==> src/rtl/yd_wb_queue.sv <==
// yd_wb_queue: writeback queue feeding the register file's two write ports.
// ALU results (A) and load results (M) are buffered in separate FIFOs and
// issued so that port writes never collide, PC writes go out alone on port 0,
// and writes to the same register from both sources retire in age order.
// Optional feature macro: YD_WB_BYPASS_EN (conflict-free writes into an empty
// FIFO skip it and load the output stage directly).
module yd_wb_queue #(
  parameter int unsigned DW    = 16,
  parameter int unsigned AW    = 4,
  parameter int unsigned DEPTH = 4
) (
  input  logic                 clk,
  input  logic                 rst_n,
  input  logic                 a_valid,
  output logic                 a_ready,
  input  logic [AW-1:0]        a_addr,
  input  logic [DW-1:0]        a_data,
  input  logic                 m_valid,
  output logic                 m_ready,
  input  logic [AW-1:0]        m_addr,
  input  logic [DW-1:0]        m_data,
  input  logic                 flush,
  output logic                 we0,
  output logic [AW-1:0]        waddr0,
  output logic [DW-1:0]        din0,
  output logic                 we1,
  output logic [AW-1:0]        waddr1,
  output logic [DW-1:0]        din1,
  output logic                 jpc,
  output logic [(1<<AW)-1:0]   pend,
  output logic                 busy
);

  localparam int unsigned PW = $clog2(DEPTH);
  localparam int unsigned GW = $clog2(2*DEPTH) + 1;
  localparam int unsigned NR = 1 << AW;
  localparam logic [AW-1:0] ZE   = '0;
  localparam logic [AW-1:0] PC   = '1;
  localparam logic [PW:0]   FULL = (PW+1)'(DEPTH);

  // FIFO storage and pointers
  logic [AW-1:0] a_addr_q [DEPTH];
  logic [DW-1:0] a_data_q [DEPTH];
  logic [GW-1:0] a_age_q  [DEPTH];
  logic [AW-1:0] m_addr_q [DEPTH];
  logic [DW-1:0] m_data_q [DEPTH];
  logic [GW-1:0] m_age_q  [DEPTH];
  logic [PW-1:0] a_rd_q, a_rd_d, a_wr_q, a_wr_d;
  logic [PW-1:0] m_rd_q, m_rd_d, m_wr_q, m_wr_d;
  logic [PW:0]   a_cnt_q, a_cnt_d, m_cnt_q, m_cnt_d;
  logic [GW-1:0] age_q, age_d;

  // Output stage
  logic          we0_q, we0_d, we1_q, we1_d, jpc_q, jpc_d;
  logic [AW-1:0] waddr0_q, waddr0_d, waddr1_q, waddr1_d;
  logic [DW-1:0] din0_q, din0_d, din1_q, din1_d;
  logic [NR-1:0] pend_q, pend_d;

  // Control
  logic          a_push, m_push, a_wen, m_wen, a_pop, m_pop;
  logic          a_byp, m_byp, iss_a, iss_m;
  logic          a_hv, m_hv, a_eff, m_eff, a_hpc, m_hpc, a_first;
  logic [AW-1:0] a_haddr, m_haddr;
  logic [DW-1:0] a_hdata, m_hdata;
  logic [GW-1:0] a_hage, m_hage, age_diff;

  assign a_ready = (a_cnt_q != FULL);
  assign m_ready = (m_cnt_q != FULL);
  assign a_push  = a_valid && a_ready && !flush;
  assign m_push  = m_valid && m_ready && !flush;

  assign a_hv    = (a_cnt_q != '0);
  assign m_hv    = (m_cnt_q != '0);
  assign a_haddr = a_addr_q[a_rd_q];
  assign a_hdata = a_data_q[a_rd_q];
  assign a_hage  = a_age_q[a_rd_q];
  assign m_haddr = m_addr_q[m_rd_q];
  assign m_hdata = m_data_q[m_rd_q];
  assign m_hage  = m_age_q[m_rd_q];
  assign a_eff   = a_hv && (a_haddr != ZE);
  assign m_eff   = m_hv && (m_haddr != ZE);
  assign a_hpc   = (a_haddr == PC);
  assign m_hpc   = (m_haddr == PC);
  // Wrap-safe age compare: A goes first unless M is strictly older.
  assign age_diff = m_hage - a_hage;
  assign a_first  = !age_diff[GW-1];

`ifdef YD_WB_BYPASS_EN
  logic [NR-1:0] a_mask, m_mask;
  logic          a_in_nz, m_in_nz, a_blk, m_blk;

  // Registers currently held anywhere in each FIFO (not just at the head),
  // so a bypassed write can never overtake an older queued write.
  always_comb begin
    a_mask = '0;
    m_mask = '0;
    for (int unsigned i = 0; i < DEPTH; i++) begin
      if ({1'b0, PW'(PW'(i) - a_rd_q)} < a_cnt_q) a_mask[a_addr_q[PW'(i)]] = 1'b1;
      if ({1'b0, PW'(PW'(i) - m_rd_q)} < m_cnt_q) m_mask[m_addr_q[PW'(i)]] = 1'b1;
    end
    a_mask[0] = 1'b0;
    m_mask[0] = 1'b0;
  end

  assign a_in_nz = (a_addr != ZE);
  assign m_in_nz = (m_addr != ZE);
  assign a_blk = a_in_nz && (m_mask[a_addr] || (m_hv && m_hpc) ||
                 (m_push && m_in_nz && (m_addr == a_addr || m_addr == PC)) ||
                 (a_addr == PC && (m_hv || (m_push && m_in_nz))));
  assign m_blk = m_in_nz && (a_mask[m_addr] || (a_hv && a_hpc) ||
                 (a_push && a_in_nz && (a_addr == m_addr || a_addr == PC)) ||
                 (m_addr == PC && (a_hv || (a_push && a_in_nz))));
  assign a_byp = a_push && (a_cnt_q == '0) && !a_blk;
  assign m_byp = m_push && (m_cnt_q == '0) && !m_blk;
`else
  assign a_byp = 1'b0;
  assign m_byp = 1'b0;
`endif

  assign a_wen = a_push && !a_byp;
  assign m_wen = m_push && !m_byp;

  // Head arbitration: drop zero-register heads, serialise PC and same-register pairs by age
  always_comb begin
    a_pop = a_hv && (a_haddr == ZE);
    m_pop = m_hv && (m_haddr == ZE);
    iss_a = a_eff;
    iss_m = m_eff;
    if (a_eff && m_eff && (a_hpc || m_hpc || a_haddr == m_haddr)) begin
      iss_a = a_first;
      iss_m = !a_first;
    end
    if (iss_a) a_pop = 1'b1;
    if (iss_m) m_pop = 1'b1;
  end

  // Pointer, count and age-counter next state
  always_comb begin
    a_rd_d  = a_rd_q + PW'(a_pop);
    a_wr_d  = a_wr_q + PW'(a_wen);
    a_cnt_d = a_cnt_q + (PW+1)'(a_wen) - (PW+1)'(a_pop);
    m_rd_d  = m_rd_q + PW'(m_pop);
    m_wr_d  = m_wr_q + PW'(m_wen);
    m_cnt_d = m_cnt_q + (PW+1)'(m_wen) - (PW+1)'(m_pop);
    age_d   = (a_push || m_push) ? age_q + GW'(1) : age_q;
    if (flush) begin
      a_rd_d  = '0;
      a_wr_d  = '0;
      a_cnt_d = '0;
      m_rd_d  = '0;
      m_wr_d  = '0;
      m_cnt_d = '0;
    end
  end

  // Output stage next state: issued heads first, then bypassed inputs
  always_comb begin
    we0_d    = 1'b0;
    waddr0_d = '0;
    din0_d   = '0;
    we1_d    = 1'b0;
    waddr1_d = '0;
    din1_d   = '0;
    jpc_d    = 1'b0;
    if (iss_a) begin
      we0_d    = 1'b1;
      waddr0_d = a_haddr;
      din0_d   = a_hdata;
      jpc_d    = a_hpc;
    end
    if (iss_m) begin
      if (m_hpc) begin
        we0_d    = 1'b1;
        waddr0_d = m_haddr;
        din0_d   = m_hdata;
        jpc_d    = 1'b1;
      end else begin
        we1_d    = 1'b1;
        waddr1_d = m_haddr;
        din1_d   = m_hdata;
      end
    end
    if (a_byp && a_addr != ZE) begin
      we0_d    = 1'b1;
      waddr0_d = a_addr;
      din0_d   = a_data;
      jpc_d    = (a_addr == PC);
    end
    if (m_byp && m_addr != ZE) begin
      if (m_addr == PC) begin
        we0_d    = 1'b1;
        waddr0_d = m_addr;
        din0_d   = m_data;
        jpc_d    = 1'b1;
      end else begin
        we1_d    = 1'b1;
        waddr1_d = m_addr;
        din1_d   = m_data;
      end
    end
    if (flush) begin
      we0_d = 1'b0;
      we1_d = 1'b0;
      jpc_d = 1'b0;
    end
  end

  // Scoreboard built from post-edge FIFO contents and output stage, so it
  // flags a register from the edge it is accepted until its write retires.
  always_comb begin
    pend_d = '0;
    for (int unsigned i = 0; i < DEPTH; i++) begin
      if ({1'b0, PW'(PW'(i) - a_rd_d)} < a_cnt_d)
        pend_d[(a_wen && PW'(i) == a_wr_q) ? a_addr : a_addr_q[PW'(i)]] = 1'b1;
      if ({1'b0, PW'(PW'(i) - m_rd_d)} < m_cnt_d)
        pend_d[(m_wen && PW'(i) == m_wr_q) ? m_addr : m_addr_q[PW'(i)]] = 1'b1;
    end
    if (we0_d) pend_d[waddr0_d] = 1'b1;
    if (we1_d) pend_d[waddr1_d] = 1'b1;
    pend_d[0] = 1'b0;
    if (flush) pend_d = '0;
  end

  // FIFO storage writes
  always_ff @(posedge clk or negedge rst_n) begin
    if (!rst_n) begin
      for (int unsigned i = 0; i < DEPTH; i++) begin
        a_addr_q[PW'(i)] <= '0;
        a_data_q[PW'(i)] <= '0;
        a_age_q[PW'(i)]  <= '0;
        m_addr_q[PW'(i)] <= '0;
        m_data_q[PW'(i)] <= '0;
        m_age_q[PW'(i)]  <= '0;
      end
    end else begin
      if (a_wen) begin
        a_addr_q[a_wr_q] <= a_addr;
        a_data_q[a_wr_q] <= a_data;
        a_age_q[a_wr_q]  <= age_q;
      end
      if (m_wen) begin
        m_addr_q[m_wr_q] <= m_addr;
        m_data_q[m_wr_q] <= m_data;
        m_age_q[m_wr_q]  <= age_q;
      end
    end
  end

  // Control, output stage and scoreboard registers
  always_ff @(posedge clk or negedge rst_n) begin
    if (!rst_n) begin
      a_rd_q   <= '0;
      a_wr_q   <= '0;
      a_cnt_q  <= '0;
      m_rd_q   <= '0;
      m_wr_q   <= '0;
      m_cnt_q  <= '0;
      age_q    <= '0;
      we0_q    <= 1'b0;
      waddr0_q <= '0;
      din0_q   <= '0;
      we1_q    <= 1'b0;
      waddr1_q <= '0;
      din1_q   <= '0;
      jpc_q    <= 1'b0;
      pend_q   <= '0;
    end else begin
      a_rd_q   <= a_rd_d;
      a_wr_q   <= a_wr_d;
      a_cnt_q  <= a_cnt_d;
      m_rd_q   <= m_rd_d;
      m_wr_q   <= m_wr_d;
      m_cnt_q  <= m_cnt_d;
      age_q    <= age_d;
      we0_q    <= we0_d;
      waddr0_q <= waddr0_d;
      din0_q   <= din0_d;
      we1_q    <= we1_d;
      waddr1_q <= waddr1_d;
      din1_q   <= din1_d;
      jpc_q    <= jpc_d;
      pend_q   <= pend_d;
    end
  end

  assign we0    = we0_q;
  assign waddr0 = waddr0_q;
  assign din0   = din0_q;
  assign we1    = we1_q;
  assign waddr1 = waddr1_q;
  assign din1   = din1_q;
  assign jpc    = jpc_q;
  assign pend   = pend_q;
  assign busy   = (|pend_q) || (a_cnt_q != '0) || (m_cnt_q != '0);

endmodule

==> config.mk <==
export PLATFORM = sky130hd
export DESIGN_NAME = yd_wb_queue
export DESIGN_NICKNAME = d
export VERILOG_FILES = /design/src/rtl/yd_wb_queue.sv
export SDC_FILE = /design/constraint.sdc
export NUM_CORES = 1
export LEC_CHECK = 0
export CORE_MARGIN = 5
export CORE_UTILIZATION = 47
export DETAILED_ROUTE_END_ITERATION = 7
export PLACE_DENSITY_LB_ADDON = 0.25
export SLEW_MARGIN = 20
export SYNTH_ARGS = -nofsm -noshare
export SYNTH_HDL_FRONTEND = slang
export SYNTH_SLANG_ARGS = --single-unit
==> constraint.sdc <==
create_clock -name clk -period 16.96 [get_ports clk]
set_clock_uncertainty 0.05 [all_clocks]
set_input_delay 3.392 -clock clk [delete_from_list [all_inputs] [get_ports clk]]
set_output_delay 3.392 -clock clk [all_outputs]
set_load 0.05 [all_outputs]
After elaboration in Yosys (flattened, before gate mapping)
Cells that the tools add are included.
{"block": "word_totals", "reg_bits": 269, "input_bits": 45, "out_inout_bits": 62, "word_cells": 263}
{"block": "classes", "n_addsub": 18, "order_cmp": 34, "eq_ne": 11, "n_mux": 102, "bitwise": 13, "reduce_logical": 46}
{"op": "$mux 16", "n": 22}
{"op": "$or 16x16->16", "n": 9}
{"op": "$bwmux 64", "n": 2}
{"op": "$mux 4", "n": 23}
{"op": "$bmux 16 s2", "n": 2}
{"op": "$bwmux 16", "n": 4}
{"op": "$demux 16 s2", "n": 2}
{"op": "$lt 4x5->1 const B", "n": 10}
{"op": "$demux 1 s4", "n": 10}
{"op": "$ge 4x1->1 const B", "n": 10}
{"op": "$bmux 4 s2", "n": 4}
{"op": "$logic_and 1x1->1", "n": 30}
{"op": "$mux 1", "n": 25}
{"op": "$lt 2x3->1", "n": 8}
{"op": "$demux 4 s2", "n": 2}
{"op": "$reduce_or 16->1", "n": 1}
{"op": "$ge 3x3->1 const B", "n": 4}
{"op": "$not 2->3", "n": 4}
{"op": "$add 2x1->2", "n": 4}
{"op": "$eq 2x2->1 const A", "n": 4}
{"op": "$eq 4x4->1 const B", "n": 2}
{"op": "$logic_not 4->1", "n": 2}
{"op": "$mux 2", "n": 4}
{"op": "$reduce_bool 4->1", "n": 2}
{"op": "other kinds (15)", "n": 34}

Depth between registers and ports, before layout
Gate-level depths: netlist of the first run.
{"block": "logic_depth", "ltp_word": 34, "depth_mapped": 25, "mapped_depth_nobuf": 21}

Worst setup path before layout of the first run
OpenSTA, ideal clock, no wires.
{"block": "synth_timing", "path_type": "in2reg", "start": "input port m_valid", "end": "register pend_q[8], in the netlist pend[8]", "setup_time_ps": 126, "t_arrival_ps": 6498, "t_required_ps": 16784, "setup_slack_ps": 10286, "stages": 16, "path_buffers": 1, "cell_sequence": "nor2b_1 -> nand2_1 -> ha_1 -> inv_1 -> ha_1 -> inv_1 -> fa_1 -> or2_2 -> ha_1 -> a21oi_1 -> o22a_1 -> clkbuf_1 -> nor3b_1 -> nor4_1 -> a31oi_1 -> a221o_1"}
{"block": "synth_between", "elab_chain_cells": 27, "word_cells_on_any_way": 56, "classes_between": "add/sub: 2; order compare: 12; mux: 23; bitwise: 9; reduce/logical: 10"}
{"element": "from (decl)", "line": "18", "text": "input logic m_valid,"}
{"element": "$logic_and 1x1->1 * (2 in series)", "line": "70", "text": "assign m_push = m_valid && m_ready && !flush;"}
{"element": "branches (longest 19 deep; another with $add 3x1->3)"}
{"element": "$mux 16 *", "line": "215", "text": "if ({1'b0, PW'(PW'(i) - m_rd_d)} < m_cnt_d)"}
{"element": "$or 16x16->16 (no source line)"}
{"element": "$mux 16 *", "line": "218", "text": "if (we0_d) pend_d[waddr0_d] = 1'b1;"}
{"element": "$or 16x16->16 (no source line)"}
{"element": "$mux 16 *", "line": "219", "text": "if (we1_d) pend_d[waddr1_d] = 1'b1;"}
{"element": "$mux 16 *", "line": "221", "text": "if (flush) pend_d = '0;"}
{"element": "via pend_d[8]", "line": "57", "text": "logic [NR-1:0] pend_q, pend_d;"}
{"element": "to (signal assigned)", "line": "282", "text": "pend_q <= pend_d;"}
{"element": "to (decl)", "line": "57"}
Mark *: on every way through the listed nets, which the timed path passes.
A chain may end at the register's enable or synchronous reset.

Final worst setup path of the first run
{"block": "layout_timing", "start": "input port flush", "end": "register pend_q[3], in the netlist pend[3]"}
{"block": "layout_between", "elab_chain_cells": 28, "word_cells_on_any_way": 105, "classes_between": "add/sub: 12; order compare: 24; mux: 41; bitwise: 9; reduce/logical: 19"}
{"element": "from (decl)", "line": "22", "text": "input logic flush,"}
{"element": "branches (longest 27 deep; another with $add 3x1->3)"}
{"element": "$mux 16 *", "line": "221"}
{"element": "via pend_d[3]", "line": "57"}
Marked as above.

==> results of run 1 <==
through the flow:
step,hold slack (ps),util
final,449.8,0.5559
after global routing,459.8,0.5559
after CTS,452.6,0.5558
after detailed placement,438.2,0.5242
after global placement,432.5,0.5242
after floorplan,424.1,-
cell usage after synthesis, types with 12 or more instances:
cell        n  area (sq um)
o21ai_0    15         75.07
mux2i_1    45         450.4
ha_1       19         237.7
clkbuf_1   29         108.9
nand4_1    12         75.07
nor2_1     65         244.0
inv_1      24         90.09
a31oi_1    16         100.1
and2_1     27         168.9
dfrtp_1   268          6706
a22o_1     16         140.1
mux2_2    200          2252
mux4_2     48          1081
o22ai_1    24         150.1
buf_2      20         100.1
nand2_1    53         198.9
nor2b_1    30         187.7
buf_1      21         78.83
nor3_1     30         150.1
nand2b_1   24         150.1
a21oi_1    29         145.1
cells by family (layout without fill, tap and decap cells):
family                   after synthesis  in the layout  synth area share
multiplexers                         293            293            0.2649
buffers and inverters                101            197           0.03092
adder cells (fa/ha/maj)               21             21           0.01945
XOR/XNOR                              17             17           0.01288
flip-flops                           268            268            0.4696
other                                  1              1         0.0002626
AND/OR/NAND/NOR                      316            316            0.1219
AO/OA/AOI/OAI                        163            163           0.08016
power by group through the flow:
stage,Sequential [mW],Clock (mW),Combinational [mW]
floorplan,1.12,0,1.10
global placement,1.02,0,1.72
detailed placement,1.02,0,1.73
CTS,1.01,0.632,1.74
global route,1.05,0.660,1.86
finish,1.02,0.614,1.73
per-layer routing:
| metal | GRT usage | up-vias |
|---|---|---|
| met4 | 0.07572 | 0 |
| met2 | 0.3841 | 342 |
| li1 | - | 4516 |
| met5 | 0 | - |
| met1 | 0.3047 | 5092 |
| met3 | 0.03769 | 80 |
final cells by class:
class / instances / area share
well taps: 390 / 0.02946
clock inverters: 15 / 0.008309
inverters: 25 / 0.005666
flip-flops and latches: 268 / 0.4050
repair buffers: 121 / 0.07123
multi-input cells: 811 / 0.4319
clock buffers: 36 / 0.04842
layout by cell type, fill, tap and decap left out, drive strengths merged, types with 28 or more instances in the layout:
cell type and instances:
dfrtp 268, mux2 200, clkdlybuf4s50 104, nor2 65, nand2 53, mux4 48, mux2i 45, clkbuf 36
a21oi 32, nor2b 30, nor3 30, and2 28
sequential cells by signal, indices dropped and copies added, names as in the netlist:
name	flops
din0	16
m_data_q	64
m_rd_q	2
we1	1
a_age_q	16
a_addr_q	16
waddr1	4
m_addr_q	16
din1	16
waddr0	4
m_wr_q	2
pend	15
m_age_q	16
a_rd_q	2
m_cnt_q	3
a_cnt_q	3
a_wr_q	2
jpc	1
age_q	4
a_data_q	64
we0	1
worst paths after layout:
path	end	slack [ps]	cells after the start
setup / recovery	pend[3]	9410	17
min in group asynchronous	a_wr_q[1]	2870	1
max in group asynchronous	m_data_q[20]	11880	3
setup reg to reg	pend[3]	10380	21
hold reg to reg	m_age_q[6]	450	1
hold / removal	m_age_q[6]	450	1
==> impl_metrics.tcl, run 1 <==
set metrics [dict create \
    crit_path_start_kind "primary input" \
    cts_inserted_buffers 28 \
    power.leakage_nw 7.032 \
    cp-startpoint "flush" \
    setup_slack_ps 9409 \
    ir_drop_v 0.0001008 \
    status "finished clean" \
    grt_max_degree 121 \
    pre_cts_ws_ps 8915 \
    cts_htree_levels 1 \
    drtIter0Drc 720 \
    route.met2.wl_um 19080 \
    switching_share 0.4239 \
    fin_crit_ps 7551 \
    final_cell_area_sq_mm 0.01656 \
    fillers 2514 \
    vias_per_cell 6.020 \
    critical_path.cell_chain "clkdlybuf4s50_1 -> buf_4 -> nor2b_1 -> nand2_1 -> ha_1 -> inv_1 -> ha_1 -> inv_1 -> fa_1 -> or2_2 -> ha_1 -> a21oi_1 -> nor2_1 -> nor3b_1 -> a221o_1 -> o41a_1 -> a211o_1" \
    clock_latency_ps 540 \
    grt_first_pass_wirelength_um 60910 \
    num_rows 63 \
    cts_resized 0 \
    drt-total-wl_um 38770 \
    p_switching_mw 1.424 \
    core_region_area_sq_mm 0.02980 \
    detail_route.first_pass.iterations 5 \
    finalSetupViolCount 0 \
    cts.sinks 268 \
    final_cells 1666 \
    rsz0062_at_grt "false" \
    grt_usage 0.2288 \
    crit_buf_inv 4 \
    synthCells 1180 \
    synth_edf_count 0 \
    synth_top_flop_cell "dfrtp_1" \
    clockBufferDepth 3 \
    place.gp.congestion 0.9486 \
    yosysWarnings 0 \
    ys_async_sr_fraction 1.000 \
    die-area_sq_mm 0.03397 \
    nets 1321 \
    portBuffers 105 \
    wl_met1_um 16220 \
    internal_power_mw 1.936 \
    grt_pass1_vias 10340 \
    required_ps 17340 \
    end_kind "flop" \
    tritoncts "built" \
    cpMostUsedCell "ha_1" \
    cp_max_fo 42 \
    clockRootBuffer "clkbuf_16" \
    io_pins 107 \
    slowest_stage "nor2_1" \
    arrival_ps 7930 \
    route.met3.wl_um 2173 \
    hold_violations 0 \
    drive_above_1_share 0.2649 \
    wire_per_inst_um 23.27 \
    max_stage_delay_ps 670 \
    dp_hpwl_um 26840 \
    p_total_mw 3.361 \
    fmax_ghz 0.1324 \
    syn-num-nets 1246 \
    finalCritPeriodShare 0.4452 \
    place_inst 1615 \
    pwr-share-clk 0.183 \
    ant_nets 0 \
    yosysSeqAreaShare 0.4696 \
    pwr-share-seq 0.302 \
    tns_ps 0 \
    ys_ff_latch 268 \
    antenna_found_initial 1 \
    grt_overflow 0 \
    cp_top_family "simple AND/OR/NAND/NOR gates" \
    combPwrFrac 0.515 \
    cts_setup_buffers 0 \
    power_density_mw_per_mm2 202.9 \
    cap_viol_max_count 0 \
    synthesis.area_sq_mm 0.01428 \
    drv_slew 0 \
    place_area_sq_mm 0.01562 \
    worstHoldStart "m_age_q[6]" \
    initial_core_util 0.4793 \
    top_layer_used "met4" \
    synth_cell_types 76 \
    clkSlewWorstSetupHoldPaths_ps 60 \
    n_antenna_cell 0 \
    worst_pin_slew_ps 1095 \
    die_w_um 184.3 \
    drc 0 \
    synth.avg_cell_area_sq_um 12.10 \
    worstSetupPathType "primary input to flop" \
    vias 10030 \
    syn2layout_area_growth_pct 15.97 \
    slew_headroom 0.2703 \
    multi_input_area_sq_mm 0.007153 \
    die_h_um 184.3 \
    seqCellArea_sq_mm 0.006709 \
    hold_path.class "flop to flop" \
    cts_hold_buf 0 \
    r2r-start "m_rd_q[0]" \
]
No activity file was read; power rests on OpenSTA's default activity.
==> run 2: changes to the inputs <==
==> constraint.sdc (replaced) <==
create_clock -name clk -period 7.1 [get_ports clk]
set_clock_uncertainty 0.05 [all_clocks]
set_input_delay 1.42 -clock clk [delete_from_list [all_inputs] [get_ports clk]]
set_output_delay 1.42 -clock clk [all_outputs]
set_load 0.05 [all_outputs]
==> run 2 against run 1 <==
Effect of this change:
- cell area grew 0.37%
- non-clock buffer count unchanged
- setup slack got worse by 8800 ps
- final cell count hardly changed
- utilization up 0.21 points
- routed wire length up 4.3%
- count of clock-buffer cells in the layout rose by 3
- power rose by 140%
- sequential power up 140%
- critical path type is now flop to flop
- critical endpoint is now pend[1]
- largest cell class unchanged
==> impl_metrics.tcl, run 2 (same netlist as run 1, synthesis figures left out) <==
set metrics [dict create \
    status "finished clean" \
    drive_above_1_share 0.2647 \
    final_cell_area_sq_mm 0.01662 \
    cts_hold_buf 0 \
    cts_resized 0 \
    cp-startpoint "m_rd_q[0]" \
    die-area_sq_mm 0.03397 \
    layout_common_cells "266 x dfrtp_1, 200 x mux2_2, 104 x clkdlybuf4s50_1" \
    io_pins 107 \
    clockBufferDepth 3 \
    worst_pin_slew_ps 1083 \
    arrival_ps 6910 \
    place.gp.congestion 0.9454 \
    die_h_um 184.3 \
    rsz0062_at_grt "false" \
    detail_route.first_pass.iterations 5 \
    wire_per_inst_um 24.25 \
    hold_violations 0 \
    ff2ff_path_depth 19 \
    end_kind "flop" \
    hold_path.class "flop to flop" \
    num_rows 63 \
    pre_cts_ws_ps 556.8 \
    die_w_um 184.3 \
    required_ps 7500 \
    antenna_found_initial 0 \
    timing.rr.end "pend[1]" \
    grt_overflow 0 \
    clockRootBuffer "clkbuf_16" \
    dp_hpwl_um 28430 \
    drv_slew 0 \
    vias_per_cell 6.125 \
    reg_top3 "a_data_q (64), m_data_q (64)" \
    tns_ps 0 \
    cts_htree_levels 1 \
    ir_drop_v 0.0002990 \
    crit_path_start_kind "flop" \
    crit_path_end "pend[1]" \
    r2r_slack_ps 580 \
    grt_pass1_vias 10380 \
    power_density_mw_per_mm2 494.7 \
    final_common_cell "dfrtp_1" \
    finalCritPeriodShare 0.9180 \
    slew_headroom 0.2781 \
    n_antenna_cell 0 \
    clkSlewWorstSetupHoldPaths_ps 60 \
    drt-total-wl_um 40420 \
    clock_latency_ps 580 \
    grt_usage 0.2390 \
    drc 0 \
    fin_crit_ps 6518 \
    setup_slack_ps 582.4 \
    cts_inserted_buffers 29 \
    cts.sinks 268 \
    core_region_area_sq_mm 0.02980 \
    power.leakage_nw 7.066 \
    place_area_sq_mm 0.01563 \
    worstSetupPathType "flop to flop" \
    tritoncts "built" \
    final_cells 1667 \
    fmax_ghz 0.1534 \
    portBuffers 105 \
    cap_viol_max_count 0 \
    vias 10210 \
    initial_core_util 0.4793 \
    nets 1322 \
    grt_first_pass_wirelength_um 63020 \
    place_inst 1615 \
    drtIter0Drc 756 \
    cts_setup_buffers 0 \
    ant_nets 0 \
    r2r-start "m_rd_q[0]" \
    grt_max_degree 163 \
    cp_max_fo 14 \
    syn2layout_area_growth_pct 16.40 \
    finalSetupViolCount 0 \
]
run 2: changes by cell type in the layout (fill, tap and decap cells not counted), sizes merged:
cell | before | now
bufinv | 2 | 3
clkinvlp | 2 | 0
inv | 25 | 26
clkinv | 11 | 9
clkbuf | 36 | 39
run 2: worst min-delay path by stage:
stage / end / startpoint / slack, ps / cells past startpoint
floorplan: m_age_q[0] / m_age_q[0] / 420 / 1
global placement: m_data_q[9] / m_data_q[9] / 430 / 1
detailed placement: m_data_q[4] / m_data_q[4] / 440 / 1
CTS: m_data_q[4] / m_data_q[4] / 450 / 1
global route: a_data_q[6] / a_data_q[6] / 460 / 1
finish: a_data_q[6] / a_data_q[6] / 450 / 1
run 2: final cells by class:
cell class | count | area (sq um)
fillers | 2538 | 13170
multi-input cells | 811 | 7153
flip-flops and latches | 268 | 6709
repair buffers | 121 | 1189
clock buffers | 39 | 833.3
well taps | 390 | 488.0
clock inverters | 13 | 158.9
inverters | 25 | 93.84
run 2: power breakdown:
group	internal (mW)	switching, mW	total (mW)
registers	2.06	0.427	2.49
logic	1.71	2.47	4.17
clock network	0.931	0.631	1.56
total	4.70	3.53	8.23
run 2: stage by stage:
stage          utilization  hold slack (ps)  power (mW)
2_1_floorplan            -            424.1       5.291
4_1_cts             0.5579            451.7       8.246
5_1_grt             0.5579            460.7       8.679
6_report            0.5579            449.4       8.225
3_5_place_dp        0.5246            438.7       6.644
3_3_place_gp        0.5246            431.4       6.596
run 2: metal layers:
metal  part of all wire  global-route usage  up-vias
met1               0.41              0.3201     5214
met3              0.060             0.03552       91
met2               0.49              0.4023      378
li1                   -                   -     4527
met5                  0                   0        -
met4              0.037             0.07897        0
run 2: worst max-delay path: stages, from the launching register on:
cell and delay (ps):
dfrtp_2 640, buf_4 380, mux4_2 560, xor2_1 200, xnor2_2 510, a31oi_1 280, ha_1 340, inv_1 40
ha_1 160, inv_1 60, fa_1 410, nor2_1 150, inv_1 130, ha_1 290, a21oi_1 70, nor2_1 710
o22ai_1 320, a2111oi_0 690, and3_1 290, a31oi_1 110
==> run 3: changes to the inputs <==
--- a/config.mk
+++ b/config.mk
@@ -6,7 +6,7 @@
 export NUM_CORES = 1
 export LEC_CHECK = 0
 export CORE_MARGIN = 5
-export CORE_UTILIZATION = 47
+export CORE_UTILIZATION = 40
 export DETAILED_ROUTE_END_ITERATION = 7
 export PLACE_DENSITY_LB_ADDON = 0.25
 export SLEW_MARGIN = 20
==> constraint.sdc (replaced) <==
create_clock -name clk -period 5.3 [get_ports clk]
set_clock_uncertainty 0.05 [all_clocks]
set_input_delay 1.06 -clock clk [delete_from_list [all_inputs] [get_ports clk]]
set_output_delay 1.06 -clock clk [all_outputs]
set_load 0.05 [all_outputs]
==> run 3 against run 2 <==
Effect of this change:
- critical path depth up 2
- flip-flop and latch count unchanged
- non-clock buffer count grew 96
- utilization fell by 5.8 points
- largest cell class unchanged
- final cell count grew 10%
- die area is 17% higher
- critical path type unchanged
- first-iteration DRC count rose by 2.5%
==> impl_metrics.tcl, run 3 (same netlist as run 1, synthesis figures left out) <==
set metrics [dict create \
    grt_max_degree 122 \
    critical_path.cell_chain "buf_6 -> mux4_2 -> xnor2_2 -> nand4_1 -> a21oi_2 -> a31oi_4 -> ha_1 -> inv_1 -> ha_1 -> inv_1 -> fa_1 -> nor2_2 -> inv_1 -> ha_1 -> a21oi_1 -> nor2_2 -> buf_4 -> nor3_1 -> nor4_2 -> a31oi_1 -> a221o_1" \
    place_inst 1777 \
    tritoncts "built" \
    die_h_um 199.0 \
    drc 0 \
    worstHoldStart "m_data_q[3]" \
    portBuffers 105 \
    finalSetupViolCount 0 \
    finalCritPeriodShare 0.9657 \
    wire_per_inst_um 23.59 \
    fmax_ghz 0.1954 \
    power_density_mw_per_mm2 693.8 \
    crit_path_start_kind "flop" \
    drive_above_1_share 0.3287 \
    p_total_mw 12.27 \
    die_w_um 199.0 \
    end_kind "flop" \
    dp_hpwl_um 31440 \
    grt_overflow 0 \
    core_region_area_sq_mm 0.03540 \
    tns_ps 0 \
    required_ps 5780 \
    hold_violations 0 \
    drtIter0Drc 775 \
    setup_slack_ps 182.0 \
    vias 10600 \
    vias_per_cell 5.770 \
    final_cells 1837 \
    num_rows 69 \
    detail_route.first_pass.iterations 5 \
    max_stage_delay_ps 670 \
    cap_viol_max_count 0 \
    pre_cts_ws_ps -87.54 \
    io_pins 107 \
    antenna_found_initial 1 \
    initial_core_util 0.4035 \
    die-area_sq_mm 0.03959 \
    grt_usage 0.2178 \
    drt-total-wl_um 43340 \
    cp_max_fo 8 \
    clockRootBuffer "clkbuf_16" \
    worst_pin_slew_ps 950.8 \
    ant_nets 0 \
    drv_slew 0 \
    final_common_cell "dfrtp_1" \
    grt_pass1_vias 10900 \
    cp_top_family "adder cells" \
    clock_latency_ps 590 \
    worstSetupPathType "flop to flop" \
    final_cell_area_sq_mm 0.01769 \
    hold_path.class "flop to flop" \
    clockBufferDepth 3 \
    crit_buf_inv 5 \
    cp-startpoint "a_rd_q[0]" \
    power.leakage_nw 7.611 \
    cts_htree_levels 1 \
    r2r-start "a_rd_q[0]" \
    syn2layout_area_growth_pct 23.85 \
    place.gp.congestion 1.010 \
    cts_inserted_buffers 29 \
    arrival_ps 5600 \
    slew_headroom 0.3661 \
    fillers 3178 \
    status "finished clean" \
    clkSlewWorstSetupHoldPaths_ps 60 \
    cts_hold_buf 0 \
    reg_top3 "a_data_q (64), m_data_q (64)" \
    cts.sinks 268 \
    layout_common_cells "266 x dfrtp_1, 200 x mux2_2, 110 x buf_4" \
    fin_hold_ws_ps 448.5 \
    fin_crit_ps 5118 \
    slowest_stage "mux4_2" \
    place_area_sq_mm 0.01640 \
    nets 1418 \
    fin_util 0.4997 \
    grt_first_pass_wirelength_um 66800 \
    ir_drop_v 0.0004152 \
]
## run 3: power by group
group / internal [mW] / switching (mW) / leakage [nW]
clock: 1.51 / 0.865 / 0.561
sequential: 2.76 / 0.478 / 3.46
combinational: 2.99 / 3.66 / 3.59
total: 7.26 / 5.01 / 7.61
## run 3: worst reg2reg max path: cells and delay by family (launching register included)
family | cells | cell delay (ps)
AO/OA/AOI/OAI | 5 | 1070
XOR/XNOR | 1 | 210
adder cells (fa/ha/maj) | 4 | 1200
buffers and inverters | 5 | 620
flip-flops | 1 | 420
multiplexers | 1 | 670
AND/OR/NAND/NOR | 5 | 830
## run 3: final timing paths
check / endpoint / slack, ps / cells past startpoint
min: m_data_q[3] / 450 / 1
min in group asynchronous: a_wr_q[1] / 500 / 1
max: pend[8] / 180 / 21
max in group asynchronous: m_data_q[12] / 3490 / 2
max reg2reg: pend[8] / 180 / 21
min reg2reg: m_data_q[3] / 450 / 1
## run 3: layout make-up
cell class	instances	area, sq um	area share
Multi-Input combinational cell	811	7252	0.4100
Antenna cell	1	2.502	0.0001415
Clock inverter	9	235.2	0.01330
Timing Repair Buffer	217	1913	0.1082
Tap cell	461	576.8	0.03261
Inverter	25	93.84	0.005305
Sequential cell	268	6709	0.3793
Clock buffer	45	905.9	0.05121
## run 3: what timing repair did
item | in CTS | in global routing
gates resized for setup | 2 | 20
setup buffers | 0 | 5
pin swaps | 0 | 11
setup endpoints to repair | 9 | 15
## run 3: metal layers
metal	wire (um)	GRT usage	vias to the layer above
met1	18320	0.2963	5380
met5	0	0	-
li1	-	-	4728
met3	2702	0.03625	96
met2	20550	0.3550	396
met4	1755	0.07725	0
